### src/rtl/gcd_pkg.sv
// Shared types and defaults for the GCD job sequencer.
package gcd_pkg;

  localparam int GCD_WIDTH_DEFAULT   = 16;
  localparam int GCD_TIMEOUT_DEFAULT = 1024;

  typedef enum logic [2:0] {
    S_IDLE,
    S_LOAD_A,
    S_LOAD_B,
    S_WAIT,
    S_RESP,
    S_CLEAR
  } gcd_seq_state_t;

endpackage

### src/rtl/gcd_seq_timer.sv
// WAIT-state watchdog: saturating up-counter with clear,
// enable and terminal count at TIMEOUT_CYCLES-1.
module gcd_seq_timer
  import gcd_pkg::*;
#(
  parameter int TIMEOUT_CYCLES = GCD_TIMEOUT_DEFAULT
) (
  input  logic clk,
  input  logic rst,
  input  logic clr,
  input  logic en,
  output logic tc
);

  localparam int W = $clog2(TIMEOUT_CYCLES);
  localparam logic [W-1:0] LAST = W'(TIMEOUT_CYCLES - 1);

  logic [W-1:0] cnt;

  always_ff @(posedge clk or posedge rst) begin
    if (rst)
      cnt <= '0;
    else if (clr)
      cnt <= '0;
    else if (en && cnt != LAST)
      cnt <= cnt + 1'b1;
  end

  assign tc = (cnt == LAST);

endmodule

### src/rtl/gcd_job_sequencer.sv
// Request/response front end for the subtractive GCD engine.
// Optional WAIT timeout compiled in with GCD_SEQ_TIMEOUT_EN.
module gcd_job_sequencer
  import gcd_pkg::*;
#(
  parameter int WIDTH          = GCD_WIDTH_DEFAULT,
  parameter int TIMEOUT_CYCLES = GCD_TIMEOUT_DEFAULT
) (
  input  logic             clk,
  input  logic             rst,
  input  logic             req_valid,
  output logic             req_ready,
  input  logic [WIDTH-1:0] req_a,
  input  logic [WIDTH-1:0] req_b,
  output logic [WIDTH-1:0] eng_data_in,
  output logic             eng_start,
  output logic             eng_rst,
  input  logic             eng_done,
  input  logic [WIDTH-1:0] eng_result,
  output logic             rsp_valid,
  input  logic             rsp_ready,
  output logic [WIDTH-1:0] rsp_gcd,
  output logic             rsp_err
);

  gcd_seq_state_t state, state_n;

  logic [WIDTH-1:0] b_q, b_n;
  logic [WIDTH-1:0] gcd_n, data_n;
  logic             err_n;
  logic             used, used_n;
  logic             tc;
  logic             a_z, b_z;

  assign a_z = (req_a == '0);
  assign b_z = (req_b == '0);

`ifdef GCD_SEQ_TIMEOUT_EN
  gcd_seq_timer #(
    .TIMEOUT_CYCLES(TIMEOUT_CYCLES)
  ) u_timer (
    .clk(clk),
    .rst(rst),
    .clr(state == S_CLEAR),
    .en (state == S_WAIT),
    .tc (tc)
  );
`else
  assign tc = 1'b0;
`endif

  always_comb begin
    state_n = state;
    b_n     = b_q;
    gcd_n   = rsp_gcd;
    err_n   = rsp_err;
    used_n  = used;
    unique case (state)
      S_IDLE: begin
        if (req_valid && req_ready) begin
          b_n    = req_b;
          used_n = 1'b0;
          err_n  = 1'b0;
          unique case (1'b1)
            (a_z && b_z): begin
              gcd_n   = '0;
              err_n   = 1'b1;
              state_n = S_RESP;
            end
            (a_z && !b_z): begin
              gcd_n   = req_b;
              state_n = S_RESP;
            end
            (!a_z && b_z): begin
              gcd_n   = req_a;
              state_n = S_RESP;
            end
            default: begin
              used_n  = 1'b1;
              state_n = S_LOAD_A;
            end
          endcase
        end
      end
      S_LOAD_A: state_n = S_LOAD_B;
      S_LOAD_B: state_n = S_WAIT;
      S_WAIT: begin
        // Engine completion has priority over the watchdog.
        if (eng_done) begin
          gcd_n   = eng_result;
          err_n   = 1'b0;
          state_n = S_RESP;
        end else if (tc) begin
          gcd_n   = '0;
          err_n   = 1'b1;
          state_n = S_RESP;
        end
      end
      S_RESP: begin
        if (rsp_valid && rsp_ready)
          state_n = used ? S_CLEAR : S_IDLE;
      end
      S_CLEAR: state_n = S_IDLE;
      default: state_n = S_IDLE;
    endcase
  end

  always_comb begin
    data_n = eng_data_in;
    if (state_n == S_LOAD_A)
      data_n = req_a;
    else if (state_n == S_LOAD_B)
      data_n = b_q;
  end

  always_ff @(posedge clk or posedge rst) begin
    if (rst) begin
      state       <= S_IDLE;
      req_ready   <= 1'b0;
      eng_start   <= 1'b0;
      eng_data_in <= '0;
      eng_rst     <= 1'b1;
      rsp_valid   <= 1'b0;
      rsp_gcd     <= '0;
      rsp_err     <= 1'b0;
      b_q         <= '0;
      used        <= 1'b0;
    end else begin
      state       <= state_n;
      req_ready   <= (state_n == S_IDLE);
      eng_start   <= (state_n == S_LOAD_A);
      eng_data_in <= data_n;
      eng_rst     <= (state_n == S_CLEAR);
      rsp_valid   <= (state_n == S_RESP);
      rsp_gcd     <= gcd_n;
      rsp_err     <= err_n;
      b_q         <= b_n;
      used        <= used_n;
    end
  end

endmodule

### config.mk
export PLATFORM = sky130hd
export DESIGN_NAME = gcd_job_sequencer
export DESIGN_NICKNAME = d
export VERILOG_FILES = /design/src/rtl/gcd_pkg.sv /design/src/rtl/gcd_seq_timer.sv /design/src/rtl/gcd_job_sequencer.sv
export SDC_FILE = /design/constraint.sdc
export NUM_CORES = 1
export LEC_CHECK = 0
export BUFFER_PORTS_ARGS = -buffer_cell sky130_fd_sc_hd__buf_2
export CORE_ASPECT_RATIO = 0.7
export CORE_UTILIZATION = 51
export DETAILED_ROUTE_END_ITERATION = 12
export GPL_ROUTABILITY_DRIVEN = 0
export PLACE_DENSITY = 0.88
export SKIP_CTS_REPAIR_TIMING = 1
export SYNTH_ARGS = -nofsm -noshare
export SYNTH_HDL_FRONTEND = slang
export SYNTH_HIERARCHICAL = 1
export SYNTH_SLANG_ARGS = --single-unit
### constraint.sdc
create_clock -name clk -period 2.4 [get_ports clk]
set_input_delay 0.36 -clock clk [delete_from_list [all_inputs] [get_ports clk]]
set_output_delay 0.36 -clock clk [all_outputs]
set_load 0.005 [all_outputs]
After elaboration in Yosys (flattened, before gate mapping):

Cells that the tools add are included.

* register bits: 57
* output and inout port bits: 37
* word-level logic and storage cells: 55

* eq/ne operators: 11
* mux-type cells: 17
* reduce and logical (&&, ||, !) cells: 17

Operators by type and width (count)
* $mux W16: 4
* $pmux W16 S3: 1
* $logic_not A16 Y1: 2
* $pmux W16 S2: 1
* $mux W3: 5
* $pmux W3 S5: 1
* $eq A3 B2 Y1 const B: 3
* $eq A3 B3 Y1 const B: 3
* $eq A3 B1 Y1 const B: 2
* $logic_not A3 Y1: 2
* $logic_and A1 B1 Y1: 5
* $mux W1: 4
* $ne A2 B2 Y1 const B: 2
* $ne A4 B4 Y1 const B: 1
* $reduce_and A4 Y1: 1
* $reduce_bool A2 Y1: 2
* $reduce_and A3 Y1: 1
* $reduce_or A3 Y1: 1
* $logic_not A1 Y1: 2
* $pmux W1 S2: 1
* $reduce_and A2 Y1: 1

Logic depth before layout (Yosys ltp):

* word-level depth: 10
* mapped depth: 9
* depth with buffers taken out: 8

Worst setup path before layout:

No wires, ideal clock.

* path kind: input -> register
* from: in req_a[3]
* to: reg rsp_gcd[0]
* arrival: 2057 ps
* data required time: 2336 ps
* setup slack: 279 ps
* stages on the path: 9
* path buffers: 2
* cells stage by stage: nor4_2 nand4_2 inv_1 ha_1 clkbuf_1 clkbuf_1 a22oi_1 o31ai_1 mux2_4

* longest elaborated chain between the ends: 6
* elaborated cells on any way between the ends: 10

RTL lines
* start: declaration: line gcd_job_sequencer.sv:13 `input logic [WIDTH-1:0] req_a,`
* $logic_not A16 Y1 *: line gcd_job_sequencer.sv:35 `assign a_z = (req_a == '0);`
* $logic_not A1 Y1: line gcd_job_sequencer.sv:74 `(!a_z && b_z): begin`
* $logic_and A1 B1 Y1: line gcd_job_sequencer.sv:74
* $pmux W16 S3: line gcd_job_sequencer.sv:64 `unique case (1'b1)`
* $mux W16: line gcd_job_sequencer.sv:60 `if (req_valid && req_ready) begin`
* $pmux W16 S2: line gcd_job_sequencer.sv:58 `unique case (state)`
* end signal: assignment: line gcd_job_sequencer.sv:135 `rsp_gcd <= gcd_n;`
* end: declaration: line gcd_job_sequencer.sv:22 `output logic [WIDTH-1:0] rsp_gcd,`

Mark *: on every way between the ends. The rest lies on a longest branch, timed or not. The select of a mux whose other input is x is not followed.
A chain may end at the register's enable or synchronous reset.

Worst setup path after layout:

* from: in req_b[11]
* to: reg rsp_gcd[0]

* longest elaborated chain between the ends: 6
* elaborated cells on any way between the ends: 10

RTL lines
* start: declaration: line gcd_job_sequencer.sv:14 `input logic [WIDTH-1:0] req_b,`
* $logic_not A16 Y1 *: line gcd_job_sequencer.sv:36 `assign b_z = (req_b == '0);`
* $logic_not A1 Y1: line gcd_job_sequencer.sv:70 `(a_z && !b_z): begin`
* $logic_and A1 B1 Y1: line gcd_job_sequencer.sv:70
* $pmux W16 S3: line gcd_job_sequencer.sv:64
* $mux W16: line gcd_job_sequencer.sv:60
* $pmux W16 S2: line gcd_job_sequencer.sv:58

Marks and branches as above.

==> results.toml <==
[global_route]
antenna_found_initial = 0
grt_use_total = 0.259
grt_pass1_wl_mm = 11.6
grt-ovfl-total = 0
grt_pass1_vias = 2357
grt_max_degree = 58

[timing]
fin_skew_ps = 6.80
setup_slack_ps = 313
slew_violations = 0
fmax_mhz = 479
setup_tns_ps = 0
finalCritPeriodShare = 0.869
rsz0062_at_grt = "false"
holdWs_ps = 72.7
hold_viol = 0
period_needed_ps = 2090
setup_viol = 0
slew_headroom = 0.703
tightest_slew_ps = 442

[worst_setup_path]
crit_required_ps = 2620
cp_slowest_cell = "nor4_1"
worstSetupEndpointType = "flop"
crit_chain = "buf_2 -> nor4_1 -> buf_4 -> nand4_1 -> inv_1 -> ha_1 -> nor2_2 -> a21oi_4 -> buf_12 -> mux2_4"
crit_buf_inv = 4
cp-start-kind = "primary input"
rrSetupSlack_ps = 610
crit_fanout = 10
critPathKind = "primary input to flop"
cp_top_family = "simple AND/OR/NAND/NOR gates"
max_stage_delay_ps = 410
worstPathArrival_ps = 2300

[place]
io_buffers = 89
pre_cts_slack_ps = 6.05
dp_hpwl_mm = 5.40

[synth]
ys_async_sr_fraction = 1.00
yosysMostFrequentCell = "dfrtp_1"
ys_types = 38
yosys-top-cells-count = "dfrtp_1, nand2_1, mux2_2"
synth.largest_area_cell = "dfrtp_1"
netlist_instances = 249
synth_ff_type = "dfrtp_1"
synth_edf_count = 0
seq_area_frac_synth = 0.494
synth_area_um2 = 2890
synth-seq-cells = 57
syn-num-nets = 306
synth_warnings = 6
yosysTopAreaCellShare = 0.484
synth_area_per_cell_um2 = 11.6
yosys-top-cells-area = "dfrtp_1, mux2_2, mux2i_1"

[cts]
cts_made_buffers = 9
cts_tree = "built"
clk_pin_slew_ps = 60
h-tree-depth = 3
cts_root_buffer = "clkbuf_8"
cts.sinks = 57
clockBufferDepth = 2
clkLatencyLatePin_ps = 340

[floorplanning]
die_y_um = 65.0
rows = 22
die_w_um = 92.0
core_um2 = 5340
initial_core_util = 0.542
dieArea_um2 = 5980
ioPinCount = 90

[power_and_ir_drop]
clockPowerShare = 0.212
power.leakage_nw = 1.77
internal-power_w = 0.00275
p_per_area_nw_per_um2 = 1120
p_switching_w = 0.00136
share_comb_of_total_power = 0.381
seqPwrFrac = 0.407
peakVddDrop_uv = 623
power_w = 0.00410
netSwitchingFraction = 0.331

[routing]
vias_per_cell = 5.67
antenna_left = 0
drc = 0
first_pass_iters = 4
drtIter0Drc = 125
wl_met2_mm = 3.17
dr.max_layer_used = "met4"
wl_mm = 7.19
wire_per_inst_um = 17.0
vias = 2402
wl_met3_um = 747
met1_length_mm = 3.19

[final_layout]
num-nets-final = 404
diodes = 0
syn2layout_area_growth_pct = 26.9
drive_above_1_share = 0.455
n_fill_cell = 443

[status]
status = "complete, no violations"

[run]
drv_cap = 0

[min_path]
hp-class = "primary input to async pin"
-- power by group through the flow --
stage	combinational, W	clock [W]	sequential (W)
after global routing	0.00171	0.000927	0.00172
final	0.00156	0.000871	0.00167
after detailed placement	0.00157	0	0.00169
after CTS	0.00157	0.000891	0.00167
after global placement	0.00151	0	0.00166
after floorplan	0.00100	0	0.00165
-- worst min-delay path, delay by kind of cell --
| kind | cells | cell delay, ps |
|---|---|---|
| buffers and inverters | 3 | 440 |
-- logic make-up after synthesis --
kind of cell               count (synthesis)  synth area share
AOI/OAI and AO/OA                         54             0.135
DFF                                       57             0.494
muxes                                     48             0.193
buffers and inverters                     23            0.0441
and+or+nand+nor                           63             0.117
adders and majority gates                  4            0.0173
-- flip-flops by register name, indices dropped and copies added, names as in the netlist --
name,count
eng_rst,1
rsp_err,1
req_ready,1
state,3
eng_start,1
eng_data_in,16
rsp_gcd,16
rsp_valid,1
used,1
b_q,16
-- area by class of cell --
type                       count  area [µm²]  area share
clock inverter                 3        40.0      0.0109
timing repair buffer         105         603       0.164
sequential                    57        1430       0.389
multi-input combinational    169        1340       0.366
tap                           72        90.1      0.0245
inverter                       5        18.8     0.00511
clock buffer                  13         149      0.0406
-- layer usage --
metal  vias to the layer above  track usage
li1                       1107            -
met1                      1154        0.334
met2                       131        0.399
met3                        10        0.102
met4                         0       0.0840
met5                         -            0
-- layout by cell type (no fill, tap or decap), drive strengths merged, types with 2 or more instances in the layout --
cell type / Yosys / routed
mux2: 32 / 32
buf: 11 / 105
inv: 5 / 5
dfrtp: 56 / 56
o31ai: 16 / 16
mux2i: 16 / 16
nand4: 2 / 2
nor2: 19 / 19
o211ai: 2 / 2
clkbuf: 7 / 13
and3b: 2 / 2
ha: 4 / 4
clkinv: 0 / 2
nor3b: 2 / 2
a21oi: 17 / 17
nand2: 24 / 24
nor4: 9 / 9
a22oi: 17 / 17
-- worst paths after layout --
path	from	endpoint	cells after the start
worst max-delay path	req_b[11]	rsp_gcd[0]	10
worst min-delay path	rst	b_q[3]	3
worst max register to register	state[1]	rsp_gcd[0]	5
worst min register to register	b_q[15]	b_q[15]	1
max in group asynchronous	rst	eng_rst	3
min in group clk	rsp_ready	eng_rst	3
-- stage by stage --
| step | std cells | util | area, µm² |
|---|---|---|---|
| after CTS | 424 | 0.687 | 3670 |
| final | 424 | 0.687 | 3670 |
| after detailed placement | 408 | 0.652 | 3480 |
| after floorplan | 249 | - | 2890 |
| after global routing | 424 | 0.687 | 3670 |
| after global placement | 408 | 0.652 | 3480 |
(Power assumes the default switching activity.)
